### config.mk
export PLATFORM = sky130hd
export DESIGN_NAME = mem_wb_stage
export DESIGN_NICKNAME = d
export VERILOG_FILES = /design/src/rtl/mem_wb_stage.sv
export SDC_FILE = /design/constraint.sdc
export NUM_CORES = 1
export LEC_CHECK = 0
export CAP_MARGIN = 5
export CORE_MARGIN = 2
export CORE_UTILIZATION = 46
export DETAILED_ROUTE_END_ITERATION = 16
export PLACE_DENSITY = 0.81
export SETUP_SLACK_MARGIN = 0.02
export SLEW_MARGIN = 40
export SYNTH_ARGS = -nofsm -noshare
export SYNTH_HDL_FRONTEND = slang
export SYNTH_SLANG_ARGS = --single-unit
### constraint.sdc
create_clock -name clk -period 2.1 [get_ports clk]
set_input_delay 0.42 -clock clk [delete_from_list [all_inputs] [get_ports clk]]
set_output_delay 0.42 -clock clk [all_outputs]
set_load 0.03 [all_outputs]
### src/rtl/mem_wb_stage.sv
// mem_wb_stage: write-back end of the pipeline, fed by the EX/M register.
//   ALU results are written to the register file one cycle after they are
//   presented. Loads are checked for alignment and size. A legal load runs
//   one request/response transaction on the data-memory port. The returned
//   word is narrowed to a byte or half and extended before it is written.
//   stall is high whenever a load is in flight, so upstream holds the next
//   instruction.
// Ports:
//   clk, rst               clock; synchronous active-low reset
//   rd_addr_in, rd_in      destination register; ALU result or load address
//   writeback_en_in        instruction writes rd
//   writeback_from_mem_in  instruction is a load
//   funct3_in              load size (LB/LH/LW/LBU/LHU)
//   stall                  upstream hold request
//   dmem_req_valid/ready   load request handshake, dmem_addr word-aligned
//   dmem_resp_valid/data   read response
//   rf_we/rf_waddr/rf_wdata register-file write port (1-cycle write pulse)
//   load_fault             1-cycle pulse on a misaligned or illegal-size load
module mem_wb_stage #(
  parameter int ADDR_W = 32
) (
  input  logic              clk,
  input  logic              rst,
  input  logic [4:0]        rd_addr_in,
  input  logic [31:0]       rd_in,
  input  logic              writeback_en_in,
  input  logic              writeback_from_mem_in,
  input  logic [2:0]        funct3_in,
  output logic              stall,
  output logic              dmem_req_valid,
  input  logic              dmem_req_ready,
  output logic [ADDR_W-1:0] dmem_addr,
  input  logic              dmem_resp_valid,
  input  logic [31:0]       dmem_resp_data,
  output logic              rf_we,
  output logic [4:0]        rf_waddr,
  output logic [31:0]       rf_wdata,
  output logic              load_fault
);

  typedef enum logic [1:0] {
    ST_IDLE = 2'd0,
    ST_REQ  = 2'd1,
    ST_WAIT = 2'd2
  } state_t;

  // Returns 1 when the load size is illegal or the address is misaligned for it.
  function automatic logic load_bad(input logic [2:0] f3, input logic [1:0] lane);
    logic bad;
    case (f3)
      3'd0, 3'd4: bad = 1'b0;
      3'd1, 3'd5: bad = lane[0];
      3'd2:       bad = (lane != 2'd0);
      default:    bad = 1'b1;
    endcase
    return bad;
  endfunction

  // Selects the addressed byte or half of the read word and extends it.
  function automatic logic [31:0] load_extract(input logic [31:0] word,
                                               input logic [1:0]  lane,
                                               input logic [2:0]  f3);
    logic [7:0]  byte_v;
    logic [15:0] half_v;
    logic [31:0] res_v;
    case (lane)
      2'd0:    byte_v = word[7:0];
      2'd1:    byte_v = word[15:8];
      2'd2:    byte_v = word[23:16];
      default: byte_v = word[31:24];
    endcase
    half_v = lane[1] ? word[31:16] : word[15:0];
    case (f3)
      3'd0:    res_v = {{24{byte_v[7]}}, byte_v};
      3'd1:    res_v = {{16{half_v[15]}}, half_v};
      3'd2:    res_v = word;
      3'd4:    res_v = {24'h00_0000, byte_v};
      3'd5:    res_v = {16'h0000, half_v};
      default: res_v = 32'h0000_0000;
    endcase
    return res_v;
  endfunction

  state_t              state_r, state_nxt_s;
  logic [4:0]          ld_rd_r;
  logic [1:0]          ld_lane_r;
  logic [2:0]          ld_f3_r;
  logic [ADDR_W-1:0]   dmem_addr_r;
  logic                rf_we_r, rf_we_nxt_s;
  logic [4:0]          rf_waddr_r, rf_waddr_nxt_s;
  logic [31:0]         rf_wdata_r, rf_wdata_nxt_s;
  logic                load_fault_r, load_fault_nxt_s;
  logic                is_load_s, fault_s, accept_s;

  // A load is only real when it also writes back; faulty loads never issue.
  assign is_load_s = writeback_en_in && writeback_from_mem_in;
  assign fault_s   = is_load_s && load_bad(funct3_in, rd_in[1:0]);
  assign accept_s  = is_load_s && !fault_s;

  // State register.
  always_ff @(posedge clk) begin
    if (!rst) begin
      state_r <= ST_IDLE;
    end else begin
      state_r <= state_nxt_s;
    end
  end

  // Next-state logic for the load transaction.
  always_comb begin
    state_nxt_s = state_r;
    case (state_r)
      ST_IDLE: begin
        if (accept_s) state_nxt_s = ST_REQ;
        else          state_nxt_s = ST_IDLE;
      end
      ST_REQ: begin
        if (dmem_req_ready) state_nxt_s = ST_WAIT;
        else                state_nxt_s = ST_REQ;
      end
      ST_WAIT: begin
        if (dmem_resp_valid) state_nxt_s = ST_IDLE;
        else                 state_nxt_s = ST_WAIT;
      end
      default: state_nxt_s = ST_IDLE;
    endcase
  end

  // Next values of the registered write-port and fault outputs.
  always_comb begin
    rf_we_nxt_s      = 1'b0;
    rf_waddr_nxt_s   = rf_waddr_r;
    rf_wdata_nxt_s   = rf_wdata_r;
    load_fault_nxt_s = 1'b0;
    case (state_r)
      ST_IDLE: begin
        if (!writeback_from_mem_in) begin
          rf_we_nxt_s    = writeback_en_in && (rd_addr_in != 5'd0);
          rf_waddr_nxt_s = rd_addr_in;
          rf_wdata_nxt_s = rd_in;
        end else begin
          load_fault_nxt_s = fault_s;
        end
      end
      ST_WAIT: begin
        if (dmem_resp_valid) begin
          rf_we_nxt_s    = (ld_rd_r != 5'd0);
          rf_waddr_nxt_s = ld_rd_r;
          rf_wdata_nxt_s = load_extract(dmem_resp_data, ld_lane_r, ld_f3_r);
        end else begin
          rf_we_nxt_s = 1'b0;
        end
      end
      ST_REQ:  rf_we_nxt_s = 1'b0;
      default: rf_we_nxt_s = 1'b0;
    endcase
  end

  // Output registers and the load context captured when a load is accepted.
  always_ff @(posedge clk) begin
    if (!rst) begin
      rf_we_r      <= 1'b0;
      rf_waddr_r   <= 5'd0;
      rf_wdata_r   <= 32'h0000_0000;
      load_fault_r <= 1'b0;
      ld_rd_r      <= 5'd0;
      ld_lane_r    <= 2'd0;
      ld_f3_r      <= 3'd0;
      dmem_addr_r  <= '0;
    end else begin
      rf_we_r      <= rf_we_nxt_s;
      rf_waddr_r   <= rf_waddr_nxt_s;
      rf_wdata_r   <= rf_wdata_nxt_s;
      load_fault_r <= load_fault_nxt_s;
      if ((state_r == ST_IDLE) && accept_s) begin
        ld_rd_r     <= rd_addr_in;
        ld_lane_r   <= rd_in[1:0];
        ld_f3_r     <= funct3_in;
        dmem_addr_r <= {rd_in[ADDR_W-1:2], 2'b00};
      end else begin
        ld_rd_r     <= ld_rd_r;
        ld_lane_r   <= ld_lane_r;
        ld_f3_r     <= ld_f3_r;
        dmem_addr_r <= dmem_addr_r;
      end
    end
  end

  assign stall          = (state_r != ST_IDLE);
  assign dmem_req_valid = (state_r == ST_REQ);
  assign dmem_addr      = dmem_addr_r;
  assign rf_we          = rf_we_r;
  assign rf_waddr       = rf_waddr_r;
  assign rf_wdata       = rf_wdata_r;
  assign load_fault     = load_fault_r;

endmodule

==> insert_results.sql, run 1 <==
INSERT INTO impl_metrics (metric_group, metric, value, unit) VALUES
('floorplan', 'ioPinCount', '151', ''),
('grt', 'global_route.usage.met2', '43.2', '%'),
('synth', 'postSynthCellCount', '476', ''),
('cells_and_area', 'final_net_count', '688', ''),
('run_status', 'outcome', 'finished clean', ''),
('grt', 'grt_start_max_net_pins', '58', ''),
('timing', 'finalHoldViolCount', '0', ''),
('synth', 'syn-cell-area', '0.00441', 'mm²'),
('grt', 'busiest_layer', 'met2', ''),
('synth', 'yosysSeqAreaShare', '36.8', '%'),
('synth', 'number_of_synthesized_register_bits', '81', ''),
('drt', 'drt_iter0_drc', '252', ''),
('worst_setup_path', 'critPathRequiredTime', '2350', 'ps'),
('timing', 'setup_tns', '0', 'ps'),
('power', 'maximum_ir_drop_on_the_vdd_rail', '0.000302', 'V'),
('job', 'cap_violations', '0', ''),
('floorplan', 'die-width', '102', 'µm'),
('grt', 'grt_use_total', '26.6', '%'),
('floorplan', 'die_height', '102', 'µm'),
('drt', 'routed_wirelength', '14000', 'µm'),
('worst_setup_path', 'cp_top_family', 'compound AO/OA/AOI/OAI gates', ''),
('synth', 'ys.warnings.count', '0', ''),
('floorplan', 'start_util', '47.5', '%'),
('synth', 'post_synth.cell_area_avg', '9.27', 'µm²'),
('synth', 'async_flop_share', '0', '%'),
('worst_setup_path', 'arrival', '2180', 'ps'),
('floorplan', 'core-area', '0.00928', 'mm²'),
('worst_setup_path', 'cp_num_buf_inv', '0', ''),
('worst_setup_path', 'critical_path.startpoint_type', 'register', ''),
('drt', 'detail_route.first_pass.iterations', '5', ''),
('cells_and_area', 'layout-drive-gt1-share', '10.6', '%'),
('synth', 'synth_cell_types', '55', ''),
('grt', 'first_global_vias', '4169', ''),
('clocking', 'tritoncts', 'built', ''),
('synth', 'synth-edff-count', '0', ''),
('grt', 'initial_antenna_violation_count', '0', ''),
('placed_design', 'pre_cts_slack', '-65.7', 'ps'),
('clocking', 'worst_setup_hold_path_clk_slew', '90', 'ps'),
('timing', 'worst_clock_skew', '12.0', 'ps'),
('power', 'power_per_cell_area', '611', 'mW/mm²'),
('cells_and_area', 'layoutNonFillerInstCount', '742', ''),
('timing', 'final.min_clock_period', '1930', 'ps'),
('clocking', 'h-tree-depth', '3', ''),
('synth', 'area_leader_netlist', 'dfxtp_1', ''),
('worst_setup_path', 'path_class', 'reg2reg', ''),
('timing', 'slew_headroom', '63.0', '%'),
('grt', 'grt_util_met1', '34.4', '%'),
('power', 'p_total', '3790', 'µW'),
('timing', 'fin_crit_share', '91.8', '%'),
('clocking', 'clk_root_buffer_cell', 'clkbuf_8', ''),
('synth', 'dominantRegCellSynth', 'dfxtp_1', ''),
('synth', 'synth_top_cells_by_area', 'dfxtp_1, mux2i_1, nand2_1', ''),
('clocking', 'worst_skew_pair.late_latency', '360', 'ps'),
('worst_setup_path', 'setup.worst_path.end_class', 'register', ''),
('timing', 'achievable-frequency', '0.519', 'GHz'),
('timing', 'final_max_slew_viol_count', '0', ''),
('worst_setup_path', 'cpMaxStageDelayCell', 'a2111o_1', ''),
('clocking', 'cts_max_path_buffers', '2', ''),
('worst_setup_path', 'cp_max_fo', '45', ''),
('timing', 'worst-slew-pin-transition', '555', 'ps'),
('worst_setup_path', 'worstPathCellList', 'nand2b_4, a2111o_1, a221oi_1, nor2_1', ''),
('drt', 'dr_total_vias', '4339', ''),
('worst_setup_path', 'critPathMaxStageDelay', '550', 'ps'),
('placed_design', 'place_inst', '728', ''),
('drt', 'route.antenna.remaining_nets', '0', ''),
('grt', 'gr-usage-met3', '3.69', '%'),
('drt', 'routed_via_density', '5.85', ''),
('cells_and_area', 'num_antenna_cells', '0', ''),
('clocking', 'num_cts_buffers', '9', ''),
('timing', 'setup_ws', '173', 'ps'),
('power', 'total_leakage_power', '0.00230', 'µW');
==> final cells by class <==
class                           instances  area, µm²
Clock inverter                          3       17.5
Fill cell                             764       3080
Sequential cell                        81       1620
Inverter                                2       7.51
Tap cell                              129        161
Multi-Input combinational cell        342       2500
Clock buffer                           11        151
Timing Repair Buffer                  174       1740
==> path summary, 6_finish.rpt <==
check | from | end | slack [ps] | cells past startpoint
hold reg to reg | dmem_addr[31] | dmem_addr[31] | 460 | 2
setup / recovery | state_r[1] | rf_wdata[17] | 170 | 4
hold / removal | dmem_addr[31] | dmem_addr[31] | 460 | 2
setup reg to reg | state_r[1] | rf_wdata[17] | 170 | 4
==> flip-flops by register name (all words and copies together) (netlist names) <==
name,flops
rf_waddr,5
rf_wdata,32
rf_we,1
ld_lane_r,2
dmem_addr,30
state_r,2
ld_rd_r,5
load_fault,1
ld_f3_r,3
==> worst register-to-register path: stages (launching register included) <==
cell      delay, ps
dfxtp_1         540
nand2b_4        390
a2111o_1        570
a221oi_1        240
nor2_1           90
==> cells in the mapped netlist (2+ instances only) <==
cell type   n
buf_1       2
a21oi_1    22
and3_1      2
o221ai_1   16
nor3_1      2
mux2i_1    68
buf_4      10
a22o_1      7
o2bb2ai_1   9
a221oi_2   11
nand3_1     8
dfxtp_1    81
buf_2      19
a22oi_1     7
a2111o_1   16
buf_6       6
inv_1       2
clkbuf_1   15
a221oi_1    6
nand2_1    87
nor2_1     23
nor2b_1     2
o31ai_1     7
a211oi_1    7
o21ai_0     7
o211a_1     5
==> cell usage in the layout (no fill, tap or decap), types with 8 or more instances in the layout <==
cell,Yosys,routed
a2111o_1,16,16
a21oi_1,22,22
a221oi_2,11,11
buf_4,10,23
clkbuf_8,0,11
clkdlybuf4s50_1,0,145
dfxtp_1,81,81
mux2i_1,68,68
nand2_1,87,87
nand3_1,8,8
nor2_1,23,23
o221ai_1,16,16
o2bb2ai_1,9,9
==> routing by layer <==
| metal | vias up | part of all wire [%] |
|---|---|---|
| met2 | 215 | 48 |
| met3 | 41 | 6.7 |
| met1 | 2052 | 41 |
| met4 | 0 | 4.1 |
| met5 | - | 0 |
| li1 | 2031 | - |
==> power by group <==
group	leakage [µW]	total [µW]	switching, µW	internal (µW)
Combinational	0.00155	1050	565	489
Sequential	0.000663	1690	58.2	1630
Clock	0.0000871	1050	570	478
==> stage by stage <==
stage	hold WS, ps	utilization [%]	cell area, µm²
2_1_floorplan	442	-	4420
3_3_place_gp	442	65.0	6030
3_5_place_dp	449	65.0	6030
4_1_cts	464	66.8	6200
5_1_grt	479	66.8	6200
6_report	460	66.8	6200
==> logic make-up after synthesis <==
group | count (synthesis) | synth area share, %
compound gates | 131 | 25.4
buf+inv | 54 | 7.00
flops | 81 | 36.8
mux | 70 | 16.3
other cells | 1 | 0.0850
simple gates | 139 | 14.5
Note: power is estimated with default switching activity, not from simulation.
==> inputs of run 2 (changes only) <==
MAX_ROUTING_LAYER = met4   (was not set)
==> run 2 against run 1 <==
Net effect:
- count of clock-buffer cells in the layout stayed put
- design area unchanged
- sequential cell count unchanged
- setup slack better by 15 ps
- critical endpoint unchanged
- largest power group unchanged
==> insert_results.sql, run 2 (synthesized netlist as in run 1, its figures left out) <==
INSERT INTO impl_metrics (metric_group, metric, value, unit) VALUES
('grt', 'wire_length_of_the_first_global_routing_pass', '21300', 'µm'),
('clocking', 'h-tree-depth', '3', ''),
('timing', 'final_max_slew_viol_count', '0', ''),
('drt', 'avgRoutedWirePerCell', '18.8', 'µm'),
('clocking', 'cts_max_path_buffers', '2', ''),
('drt', 'route.antenna.remaining_nets', '0', ''),
('floorplan', 'die_area', '0.0104', 'mm²'),
('worst_setup_path', 'critPathRequiredTime', '2340', 'ps'),
('clocking', 'cts.repair_timing.setup_buffer_count', '0', ''),
('grt', 'first_global_vias', '4156', ''),
('cells_and_area', 'nFillCells', '764', ''),
('cells_and_area', 'final_core_utilization', '66.8', '%'),
('cells_and_area', 'most-common-layout-cells', 'clkdlybuf4s50_1, nand2_1, dfxtp_1', ''),
('floorplan', 'placementRows', '35', ''),
('clocking', 'worst_setup_hold_path_clk_slew', '90', 'ps'),
('timing', 'setup_ws', '188', 'ps'),
('timing', 'final-setup-viol-count', '0', ''),
('worst_setup_path', 'regToRegStartpoint', 'state_r[1]', ''),
('cells_and_area', 'num_antenna_cells', '0', ''),
('grt', 'grt_use_total', '27.4', '%'),
('cells_and_area', 'layout-area-overhead-vs-synth', '40.6', '%'),
('worst_setup_path', 'setup.worst_path.end_class', 'register', ''),
('job', 'cap_violations', '0', ''),
('clocking', 'clk_root_buffer_cell', 'clkbuf_8', ''),
('worst_setup_path', 'arrival', '2160', 'ps'),
('floorplan', 'ioPinCount', '151', ''),
('power', 'power.share.sequential', '44.6', '%'),
('run_status', 'outcome', 'finished clean', ''),
('clocking', 'tritoncts', 'built', ''),
('grt', 'initial_antenna_violation_count', '0', ''),
('timing', 'slew_headroom', '62.9', '%'),
('clocking', 'cts_hold_buffers', '0', ''),
('drt', 'dr_total_vias', '4383', ''),
('cells_and_area', 'final_net_count', '688', ''),
('floorplan', 'die_height', '102', 'µm'),
('drt', 'detail_route.first_pass.iterations', '5', ''),
('worst_setup_path', 'rrSetupSlack', '190', 'ps'),
('timing', 'final.min_clock_period', '1910', 'ps'),
('power', 'switching_power', '1190', 'µW'),
('timing', 'grt_setup_unrepaired', 'no', ''),
('power', 'cellInternalPower', '2600', 'µW'),
('floorplan', 'die-width', '102', 'µm'),
('power', 'power_per_cell_area', '610', 'mW/mm²'),
('timing', 'fin_crit_share', '91.1', '%'),
('power', 'maximum_ir_drop_on_the_vdd_rail', '0.000301', 'V'),
('drt', 'routed_wirelength', '14000', 'µm'),
('worst_setup_path', 'r2r.worst_path.cells', '4', ''),
('worst_hold_path', 'holdPathEnd', 'dmem_addr[31]', ''),
('timing', 'finalHoldViolCount', '0', ''),
('power', 'total_leakage_power', '0.00230', 'µW'),
('placed_design', 'dpl.hpwl', '10400', 'µm'),
('grt', 'grt_start_max_net_pins', '58', ''),
('timing', 'worst-slew-pin-transition', '556', 'ps'),
('power', 'p_total', '3790', 'µW'),
('placed_design', 'pre_cts_slack', '-65.7', 'ps'),
('placed_design', 'count_of_buffers_from_port_buffering', '148', ''),
('power', 'power.combinational.fraction', '27.8', '%'),
('worst_setup_path', 'cp_max_fo', '45', ''),
('cells_and_area', 'finalInstanceArea', '0.00620', 'mm²'),
('floorplan', 'core-area', '0.00928', 'mm²'),
('worst_hold_path', 'holdPathStages', '2', ''),
('clocking', 'cts.sinks', '81', ''),
('timing', 'worst_clock_skew', '10.7', 'ps'),
('worst_setup_path', 'critical_path.startpoint_type', 'register', ''),
('cells_and_area', 'layout_commonest_cell', 'clkdlybuf4s50_1', ''),
('placed_design', 'placed_area', '0.00603', 'mm²'),
('floorplan', 'start_util', '47.5', '%'),
('timing', 'achievable-frequency', '0.523', 'GHz'),
('clocking', 'worst_skew_pair.late_latency', '350', 'ps'),
('cells_and_area', 'largest_reg_flops', '32', ''),
('grt', 'grt_overflow_total', '0', ''),
('drt', 'drt_iter0_drc', '285', ''),
('cells_and_area', 'layout-drive-gt1-share', '10.6', '%'),
('placed_design', 'place_congestion', '0.936', ''),
('drt', 'route.detailed.drc', '0', ''),
('worst_setup_path', 'path_class', 'reg2reg', ''),
('clocking', 'number_of_gates_resized_after_cts', '0', ''),
('clocking', 'num_cts_buffers', '9', ''),
('drt', 'routed_via_density', '5.91', ''),
('power', 'clock_power_share', '27.6', '%'),
('worst_hold_path', 'worstHoldStart', 'dmem_addr[31]', ''),
('worst_setup_path', 'critical_path.reg2reg.endpoint', 'rf_wdata[17]', ''),
('power', 'switching_share', '31.5', '%'),
('worst_hold_path', 'min_path_type', 'reg2reg', '');
[run 2: cell counts in the layout (fill, tap and decap cells not counted)]
No cell type changed its count.
[run 2: power groups by stage]
| stage | Clock [µW] | Combinational, µW | Sequential, µW |
|---|---|---|---|
| after floorplan | 0 | 409 | 1880 |
| after global placement | 0 | 1020 | 1720 |
| after detailed placement | 0 | 1040 | 1720 |
| after CTS | 1060 | 1050 | 1690 |
| after global routing | 1120 | 1110 | 1700 |
| final | 1050 | 1050 | 1690 |
[run 2: cell type report]
class                      instances  area [µm²]  area share, %
clock buffer                      11         151           2.44
clock inverter                     3        17.5          0.282
inverter                           2        7.51          0.121
multi-input combinational        342        2500           40.3
sequential                        81        1620           26.1
tap                              129         161           2.60
timing repair buffer             174        1740           28.1
[run 2: worst max-delay path by stage]
stage                          start             to  slack (ps)  cells past startpoint
6_report                  state_r[1]   rf_wdata[17]         190                      4
4_1_cts                   state_r[1]   rf_wdata[17]         190                      4
2_1_floorplan  writeback_from_mem_in   rf_wdata[21]         500                      6
5_1_grt                   state_r[1]   rf_wdata[16]          60                      4
3_5_place_dp            funct3_in[2]  dmem_addr[22]         -70                      6
3_3_place_gp   writeback_from_mem_in   rf_wdata[19]          20                      6
[run 2: per-layer routing]
| layer | share of wire [%] | vias to the layer above | global-route usage [%] |
|---|---|---|---|
| met2 | 48 | 228 | 43.4 |
| met5 | 0 | - | - |
| met1 | 41 | 2082 | 34.4 |
| li1 | - | 2031 | - |
| met4 | 4.1 | 0 | 13.7 |
| met3 | 6.8 | 42 | 3.56 |
[run 2: critical path, stage by stage, from the launching register on]
cell and delay, ps:
dfxtp_1 530, nand2b_4 380, a2111o_1 550, a221oi_1 240, nor2_1 90
[run 2: stage by stage]
stage	cells	hold WS [ps]	TNS, ps
finish	742	459	0
global route	742	479	0
CTS	742	464	0
detailed placement	728	449	-411
global placement	728	442	0
floorplan	477	442	0
==> inputs of run 3 (changes only) <==
TNS_END_PERCENT = 10   (was not set)
==> results of run 3 <==
Final layout, timing and power as in run 2 (identical DEF).
